==> src/rtl/fault_pos_tracker.sv <==
// Per-router tracker of power-gated mesh nodes: debounces each pg_en/pg_node channel,
// then registers a relative-position code per channel and pulses pos_update on any change.
module fault_pos_tracker #(
  parameter int LOCAL_X    = 0,
  parameter int LOCAL_Y    = 0,
  parameter int COORD_W    = 3,
  parameter int MESH_X     = 8,
  parameter int MESH_Y     = 8,
  parameter int NUM_FAULTS = 2,
  parameter int STABLE_CYC = 4
) (
  input  logic                              clk,
  input  logic                              rst_n,
  input  logic [NUM_FAULTS-1:0]             pg_en,
  input  logic [NUM_FAULTS*2*COORD_W-1:0]   pg_node,
  output logic [NUM_FAULTS*4-1:0]           fault_relative_pos,
  output logic [NUM_FAULTS-1:0]             fault_valid,
  output logic [NUM_FAULTS-1:0]             self_gated,
  output logic                              any_fault,
  output logic                              pos_update,
  output logic                              cfg_err
);

  localparam int CW = 2 * COORD_W;

  localparam logic [1:0] S_IDLE = 2'd0;
  localparam logic [1:0] S_PEND = 2'd1;
  localparam logic [1:0] S_ACT  = 2'd2;

  localparam logic [3:0] POS_NORMAL = 4'd0;
  localparam logic [3:0] POS_N      = 4'd1;
  localparam logic [3:0] POS_S      = 4'd2;
  localparam logic [3:0] POS_E      = 4'd3;
  localparam logic [3:0] POS_W      = 4'd4;
  localparam logic [3:0] POS_NE     = 4'd5;
  localparam logic [3:0] POS_NW     = 4'd6;
  localparam logic [3:0] POS_SE     = 4'd7;
  localparam logic [3:0] POS_SW     = 4'd8;

  localparam logic [COORD_W-1:0] LX = COORD_W'(LOCAL_X);
  localparam logic [COORD_W-1:0] LY = COORD_W'(LOCAL_Y);
  localparam logic [31:0]        MX = 32'(MESH_X);
  localparam logic [31:0]        MY = 32'(MESH_Y);
  localparam logic [3:0]         STABLE_M1 = 4'(STABLE_CYC - 1);

  logic [NUM_FAULTS-1:0][1:0]    state_q, state_d;
  logic [NUM_FAULTS-1:0][CW-1:0] cand_q,  cand_d;
  logic [NUM_FAULTS-1:0][3:0]    cnt_q,   cnt_d;
  logic [NUM_FAULTS-1:0][3:0]    pos_q,   pos_d;
  logic [NUM_FAULTS-1:0]         valid_q, valid_d;
  logic [NUM_FAULTS-1:0]         self_q,  self_d;
  logic                          any_q,   any_d;
  logic                          upd_q,   upd_d;
  logic                          err_q,   err_d;

  function automatic logic in_range(input logic [CW-1:0] n);
    return (32'(n[COORD_W-1:0]) < MX) && (32'(n[CW-1:COORD_W]) < MY);
  endfunction

  function automatic logic is_self(input logic [CW-1:0] n);
    return n == {LY, LX};
  endfunction

  function automatic logic [3:0] relpos(input logic [CW-1:0] n);
    logic [COORD_W-1:0] fx, fy;
    fx = n[COORD_W-1:0];
    fy = n[CW-1:COORD_W];
    if (fx == LX && fy == LY) return POS_NORMAL;
    if (LY > fy) return (LX < fx) ? POS_NW : (LX == fx) ? POS_N : POS_NE;
    if (LY == fy) return (LX < fx) ? POS_W : POS_E;
    return (LX < fx) ? POS_SW : (LX == fx) ? POS_S : POS_SE;
  endfunction

  always_comb begin
    state_d = state_q;
    cand_d  = cand_q;
    cnt_d   = cnt_q;
    pos_d   = pos_q;
    valid_d = valid_q;
    self_d  = self_q;
    err_d   = err_q;
    for (int i = 0; i < NUM_FAULTS; i++) begin
      logic [CW-1:0] node;
      node = pg_node[i*CW +: CW];
      case (state_q[i])
        S_IDLE: begin
          if (pg_en[i]) begin
            if (!in_range(node)) begin
              err_d = 1'b1;
            end else begin
              cand_d[i] = node;
              cnt_d[i]  = 4'd1;
              if (STABLE_CYC == 1) begin
                state_d[i] = S_ACT;
                valid_d[i] = 1'b1;
                pos_d[i]   = relpos(node);
                self_d[i]  = is_self(node);
              end else begin
                state_d[i] = S_PEND;
              end
            end
          end
        end
        S_PEND: begin
          if (!pg_en[i] || (node != cand_q[i] && !in_range(node))) begin
            // Dropping out of PEND releases whatever was committed before the move
            err_d      = err_q | pg_en[i];
            state_d[i] = S_IDLE;
            valid_d[i] = 1'b0;
            pos_d[i]   = POS_NORMAL;
            self_d[i]  = 1'b0;
          end else if (node != cand_q[i]) begin
            cand_d[i] = node;
            cnt_d[i]  = 4'd1;
          end else if (cnt_q[i] == STABLE_M1) begin
            state_d[i] = S_ACT;
            valid_d[i] = 1'b1;
            pos_d[i]   = relpos(cand_q[i]);
            self_d[i]  = is_self(cand_q[i]);
          end else begin
            cnt_d[i] = cnt_q[i] + 4'd1;
          end
        end
        S_ACT: begin
          if (!pg_en[i]) begin
            state_d[i] = S_IDLE;
            valid_d[i] = 1'b0;
            pos_d[i]   = POS_NORMAL;
            self_d[i]  = 1'b0;
          end else if (node != cand_q[i]) begin
            if (!in_range(node)) begin
              err_d = 1'b1;
            end else begin
              cand_d[i] = node;
              cnt_d[i]  = 4'd1;
              if (STABLE_CYC == 1) begin
                pos_d[i]  = relpos(node);
                self_d[i] = is_self(node);
              end else begin
                state_d[i] = S_PEND;
              end
            end
          end
        end
        default: state_d[i] = S_IDLE;
      endcase
    end
    any_d = |(valid_d & ~self_d);
    upd_d = ({valid_d, pos_d} != {valid_q, pos_q});
  end

  always_ff @(posedge clk or negedge rst_n) begin
    if (!rst_n) begin
      state_q <= '0;
      cand_q  <= '0;
      cnt_q   <= '0;
      pos_q   <= '0;
      valid_q <= '0;
      self_q  <= '0;
      any_q   <= 1'b0;
      upd_q   <= 1'b0;
      err_q   <= 1'b0;
    end else begin
      state_q <= state_d;
      cand_q  <= cand_d;
      cnt_q   <= cnt_d;
      pos_q   <= pos_d;
      valid_q <= valid_d;
      self_q  <= self_d;
      any_q   <= any_d;
      upd_q   <= upd_d;
      err_q   <= err_d;
    end
  end

  assign fault_relative_pos = pos_q;
  assign fault_valid        = valid_q;
  assign self_gated         = self_q;
  assign any_fault          = any_q;
  assign pos_update         = upd_q;
  assign cfg_err            = err_q;

endmodule

==> config.mk <==
export PLATFORM = sky130hd
export DESIGN_NAME = fault_pos_tracker
export DESIGN_NICKNAME = d
export VERILOG_FILES = /design/src/rtl/fault_pos_tracker.sv
export SDC_FILE = /design/constraint.sdc
export NUM_CORES = 1
export LEC_CHECK = 0
export ABC_CLOCK_PERIOD_IN_PS = 6100
export BUFFER_PORTS_ARGS = -buffer_cell sky130_fd_sc_hd__buf_2
export CAP_MARGIN = 0
export CELL_PAD_IN_SITES_DETAIL_PLACEMENT = 1
export CELL_PAD_IN_SITES_GLOBAL_PLACEMENT = 2
export CORE_UTILIZATION = 37
export CTS_CLUSTER_DIAMETER = 80
export CTS_CLUSTER_SIZE = 8
export DETAILED_ROUTE_END_ITERATION = 8
export PLACE_DENSITY = 0.92
export SLEW_MARGIN = 20
export SYNTH_ARGS = -nofsm -noshare
export SYNTH_HDL_FRONTEND = slang
export SYNTH_SLANG_ARGS = --single-unit
==> constraint.sdc <==
create_clock -name clk -period 6.1 [get_ports clk]
set_clock_uncertainty 0.1 [all_clocks]
set_input_delay 0 -clock clk [delete_from_list [all_inputs] [get_ports clk]]
set_output_delay 0 -clock clk [all_outputs]
set_load 0.1 [all_outputs]
# Word-level counts from Yosys, hierarchy flattened

Index checks and enable logic that the tools add are counted.

Bits in registers: 39
Bits of input ports: 16
Logic and storage cells: 203

$add $sub $neg: 2
$lt $le $gt $ge: 4
Equal/unequal tests: 29
Muxes and demuxes: 128
Bitwise operators: 4
Reduce and logical (&&, ||, !) cells: 23

Operator list:

| cell                                                                           | number |
|---|---|
| 4-bit two-way mux                                                              | 34 |
| 1-bit two-way mux                                                              | 56 |
| 6-bit two-way mux                                                              | 6 |
| 2-bit two-way mux                                                              | 12 |
| 3-bit two-way mux                                                              | 8 |
| 3-bit != test, second input constant                                           | 8 |
| 4-bit one-hot mux with 3 select lines                                          | 2 |
| 6-bit one-hot mux with 2 select lines                                          | 2 |
| 2-bit != test, second input constant                                           | 8 |
| 4-bit one-hot mux with 2 select lines                                          | 2 |
| 4-bit AND reduction                                                            | 4 |
| 3-bit zero test                                                                | 4 |
| 6-bit zero test                                                                | 2 |
| 6-bit != test                                                                  | 2 |
| 2-bit one-hot mux with 3 select lines                                          | 2 |
| 6-bit AND reduction                                                            | 2 |
| 10-bit != test                                                                 | 1 |
| 4-bit by 1-bit adder with 4-bit output, second input constant                  | 2 |
| 4-bit by 2-bit == test with 1-bit output, second input constant                | 2 |
| 2-bit by 1-bit != test with 1-bit output, second input constant                | 4 |
| 1-bit one-hot mux with 2 select lines                                          | 4 |
| 1-bit by 3-bit greater-than comparator with 1-bit output, first input constant | 2 |
| 1-bit by 3-bit less-than comparator with 1-bit output, first input constant    | 2 |
| 3-bit nonzero test                                                             | 2 |
| 9 further kinds                                                                | 17 |

# Logic depth before layout (Yosys ltp)

Depth in word-level cells: 26
Mapped depth: 9

# Worst setup path after synthesis

Ideal clock, no wire load.

Path type: flip-flop to flip-flop
Start: reg cand_q[4] (netlist bit)
End: reg state_q[0] (netlist bit)
Library setup time: 0.087 ns
Arrival time: 1.910 ns
Slack: 4.004 ns
Cell stages (with the launch flop): 7
Period minus slack after synthesis: 2.096 ns
Cell sequence: dfrtp_1 xnor2_1 nand4_1 nor3_1 a22o_1 mux2_4 a211oi_2

Cells in the longest elaborated chain, start to end: 3

Ends and longest elaborated chain:

| item                            | line     | source |
|---|---|---|
| start, declared                 | 47       | `logic [NUM_FAULTS-1:0][CW-1:0] cand_q, cand_d;` |
| start signal, assigned          | 165      | `cand_q <= cand_d;` |
| 6-bit != test *                 | 112, 130 |  |
| 3-bit != test (no line)         | n/a      |  |
| 4-bit AND reduction (no line) * | n/a      |  |
| end signal, assigned            | 164      | `state_q <= state_d;` |
| end, declared                   | 46       | `logic [NUM_FAULTS-1:0][1:0] state_q, state_d;` |

Mark *: on every way between the ends. The rest lies on a longest branch, timed or not.
A chain may end at the register's enable or synchronous reset.

# Final worst setup path

Ends and elaborated chain as after synthesis.

==> flow_summary.toml <==
[cts]
cts-root-buf = "clkbuf_8"
clk_pin_slew_worst_paths_ns = 0.08
cts_resized = 0
cts_tree = "yes"
postCtsSetupBuffers = 0
cts_buffer_depth = 2
postCtsHoldBufs = 15
clock_latency_ns = 0.29
h-tree-depth = 2
numCtsBuffers = 5
clock_sink_count = 39

[die]
fp.dieW_um = 82.39
core_area_um2 = 6061
initial_utilization_pct = 39.45
die_area_um2 = 6788
num_rows = 28
pin_count = 31
die_height_um = 82.39

[power]
power_density_nw_per_um2 = 389.8
p_switching_mw = 0.4867
p_sw_share_pct = 44.06
pwr-share-clk_pct = 16.3
max-vdd-ir-drop_uv = 149.7
seq_power_share_pct = 35.3
p_leak_nw = 1.255
finalPower_mw = 1.105
p_int_mw = 0.6179
pwr-share-comb_pct = 48.4

[setup_path]
required_ns = 6.21
crit_fanout = 11
r2r-end = "state_q[0]"
crit_path_start_kind = "flip-flop"
rr_worst_depth = 6
rrSetupSlack_ns = 3.60
timing.rr.start = "cand_q[4]"
critPathKind = "flip-flop to flip-flop"
arrival_ns = 2.61
endpoint_kind = "flip-flop"

[final_layout]
nNetsFinal = 321
antennaDiodeCount = 0
fillerInstances = 716
final_common_cell = "dfrtp_1"
synthToLayoutAreaGrowth_pct = 18.52
layout_common_cells = "dfrtp_1 (39), buf_2 (30), nand2_1 (18)"
final_cell_area_um2 = 2834
drive_gt1_share_pct = 19.66
finish.utilization_pct = 46.76

[timing]
rsz0062_at_grt = "false"
max_slew_margin_pct = 39.30
hold_violations = 0
period_share_pct = 40.99
fin_crit_ns = 2.500
setup_tns_ns = 0
setup_viol = 0
drv_slew = 0
worst_slew_pin_slew_ns = 0.9104
fmax_mhz = 399.9

[global_route]
met1_usage_pct = 27.80
grt_pass1_vias = 2009
use_met2_pct = 30.33
antenna_found_initial = 0
grt_first_pass_wirelength_um = 10010
busiest_layer = "met2"
track_usage_pct = 19.61
grt_use_met3_pct = 2.747
grt_max_degree = 40
grt-ovfl-total = 0

[route]
vias = 2054
wirelength_um = 6140
viasPerCell = 5.551
ant_nets = 0
first_pass_iters = 4
drc = 0
first_iter_violations = 52
wl_per_cell_um = 16.59

[synth]
synthCells = 253
syn-num-nets = 279
ys_ff_latch = 39
synth_area_um2 = 2391
yosysWarnings = 0
async_flop_share_pct = 100.0
yosys.cell_types.count = 51
synth_area_per_cell_um2 = 9.451
synth_flop_cell = "dfrtp_1"
synth_edf_count = 0
ys_seq_area_share_pct = 40.82

[status]
status = "completed"

[flow_run]
maxCapViolations = 0

[placed_design]
portBuffers = 30
dpl-instance-area_um2 = 2596
place_congestion = 0.7953
hpwl_um = 4347

[min_path]
min_path_type = "primary input to asynchronous set/reset pin"
==> metrics by stage <==
stage / hold WS, ns / worst slack (ns) / std cells
floorplan: -0.3956 / 4.004 / 253
global placement: 0.08457 / 3.735 / 348
detailed placement: 0.09840 / 3.663 / 348
CTS: 0.2856 / 3.616 / 370
global route: 0.2925 / 3.405 / 370
finish: 0.2745 / 3.600 / 370
==> cell type report <==
type / count / area, um2 / area share, %
Tap cell: 75 / 93.84 / 3.311
Clock inverter: 1 / 5.005 / 0.1766
Multi-Input combinational cell: 189 / 1320 / 46.58
Timing Repair Buffer: 45 / 300.3 / 10.60
Sequential cell: 39 / 975.9 / 34.44
Clock buffer: 6 / 82.58 / 2.914
Inverter: 15 / 56.30 / 1.987
==> critical path, cell delays in order, from the launching register on <==
cell and delay, ns:
dfrtp_1 0.43, xnor2_1 0.21, nand4_1 0.13, or4b_1 0.71, a22o_1 0.32, mux2_4 0.31, a211oi_2 0.20
==> kinds of logic after synthesis <==
| logic type | after synthesis | synth area share, % |
|---|---|---|
| xor+xnor | 12 | 4.396 |
| buf+inv | 25 | 3.977 |
| flops | 39 | 40.82 |
| fa+ha+maj | 10 | 5.233 |
| compound gates | 69 | 19.94 |
| mux | 18 | 8.477 |
| simple gates | 80 | 17.16 |
==> sequential cells by signal (all words and copies together) (netlist names), named ones only <==
| register | flops |
|---|---|
| fault_relative_pos | 8 |
| self_gated | 2 |
| cnt_q | 8 |
| cand_q | 12 |
| pos_update | 1 |
| state_q | 4 |
| any_fault | 1 |
| fault_valid | 2 |
==> power groups by stage <==
stage	logic, mW	clock network [mW]	registers, mW
after CTS	0.533	0.186	0.387
after floorplan	0.365	0	0.417
after detailed placement	0.526	0	0.390
after global routing	0.586	0.196	0.399
after global placement	0.507	0	0.385
final	0.535	0.181	0.389
==> per-layer routing <==
layer  part of all wire, %  vias up
li1                      -     1000
met1                    50     1017
met2                    46       29
met3                   2.2        8
met4                   1.7        0
met5                     0        -
==> cell usage after synthesis (3+ instances only) <==
cell type	instances	area [um2]
a211oi_1	3	22.52
a21oi_1	11	55.05
and2_1	3	18.77
clkbuf_1	9	33.78
dfrtp_1	39	975.9
ha_1	10	125.1
inv_1	15	56.30
mux2_2	14	157.7
mux2i_1	3	30.03
nand2_1	18	67.56
nand2b_1	5	31.28
nand3_1	10	50.05
nor2_1	16	60.06
nor3_1	7	35.03
o21ai_0	16	80.08
o22ai_1	4	25.02
o2bb2ai_1	6	52.55
o31ai_1	6	45.04
or3_1	6	37.54
xnor2_1	4	35.03
xor2_1	8	70.07
==> how the worst max path moves through the flow <==
stage | from | end | slack [ns] | depth (start not counted)
6_report | cand_q[4] | state_q[0] | 3.60 | 6
5_1_grt | cand_q[3] | state_q[0] | 3.40 | 6
4_1_cts | cand_q[3] | state_q[0] | 3.62 | 6
3_5_place_dp | cand_q[3] | state_q[0] | 3.66 | 6
3_3_place_gp | cand_q[4] | state_q[0] | 3.74 | 6
2_1_floorplan | cand_q[4] | state_q[0] | 4.00 | 6
Note: power is estimated with default switching activity, not from simulation.
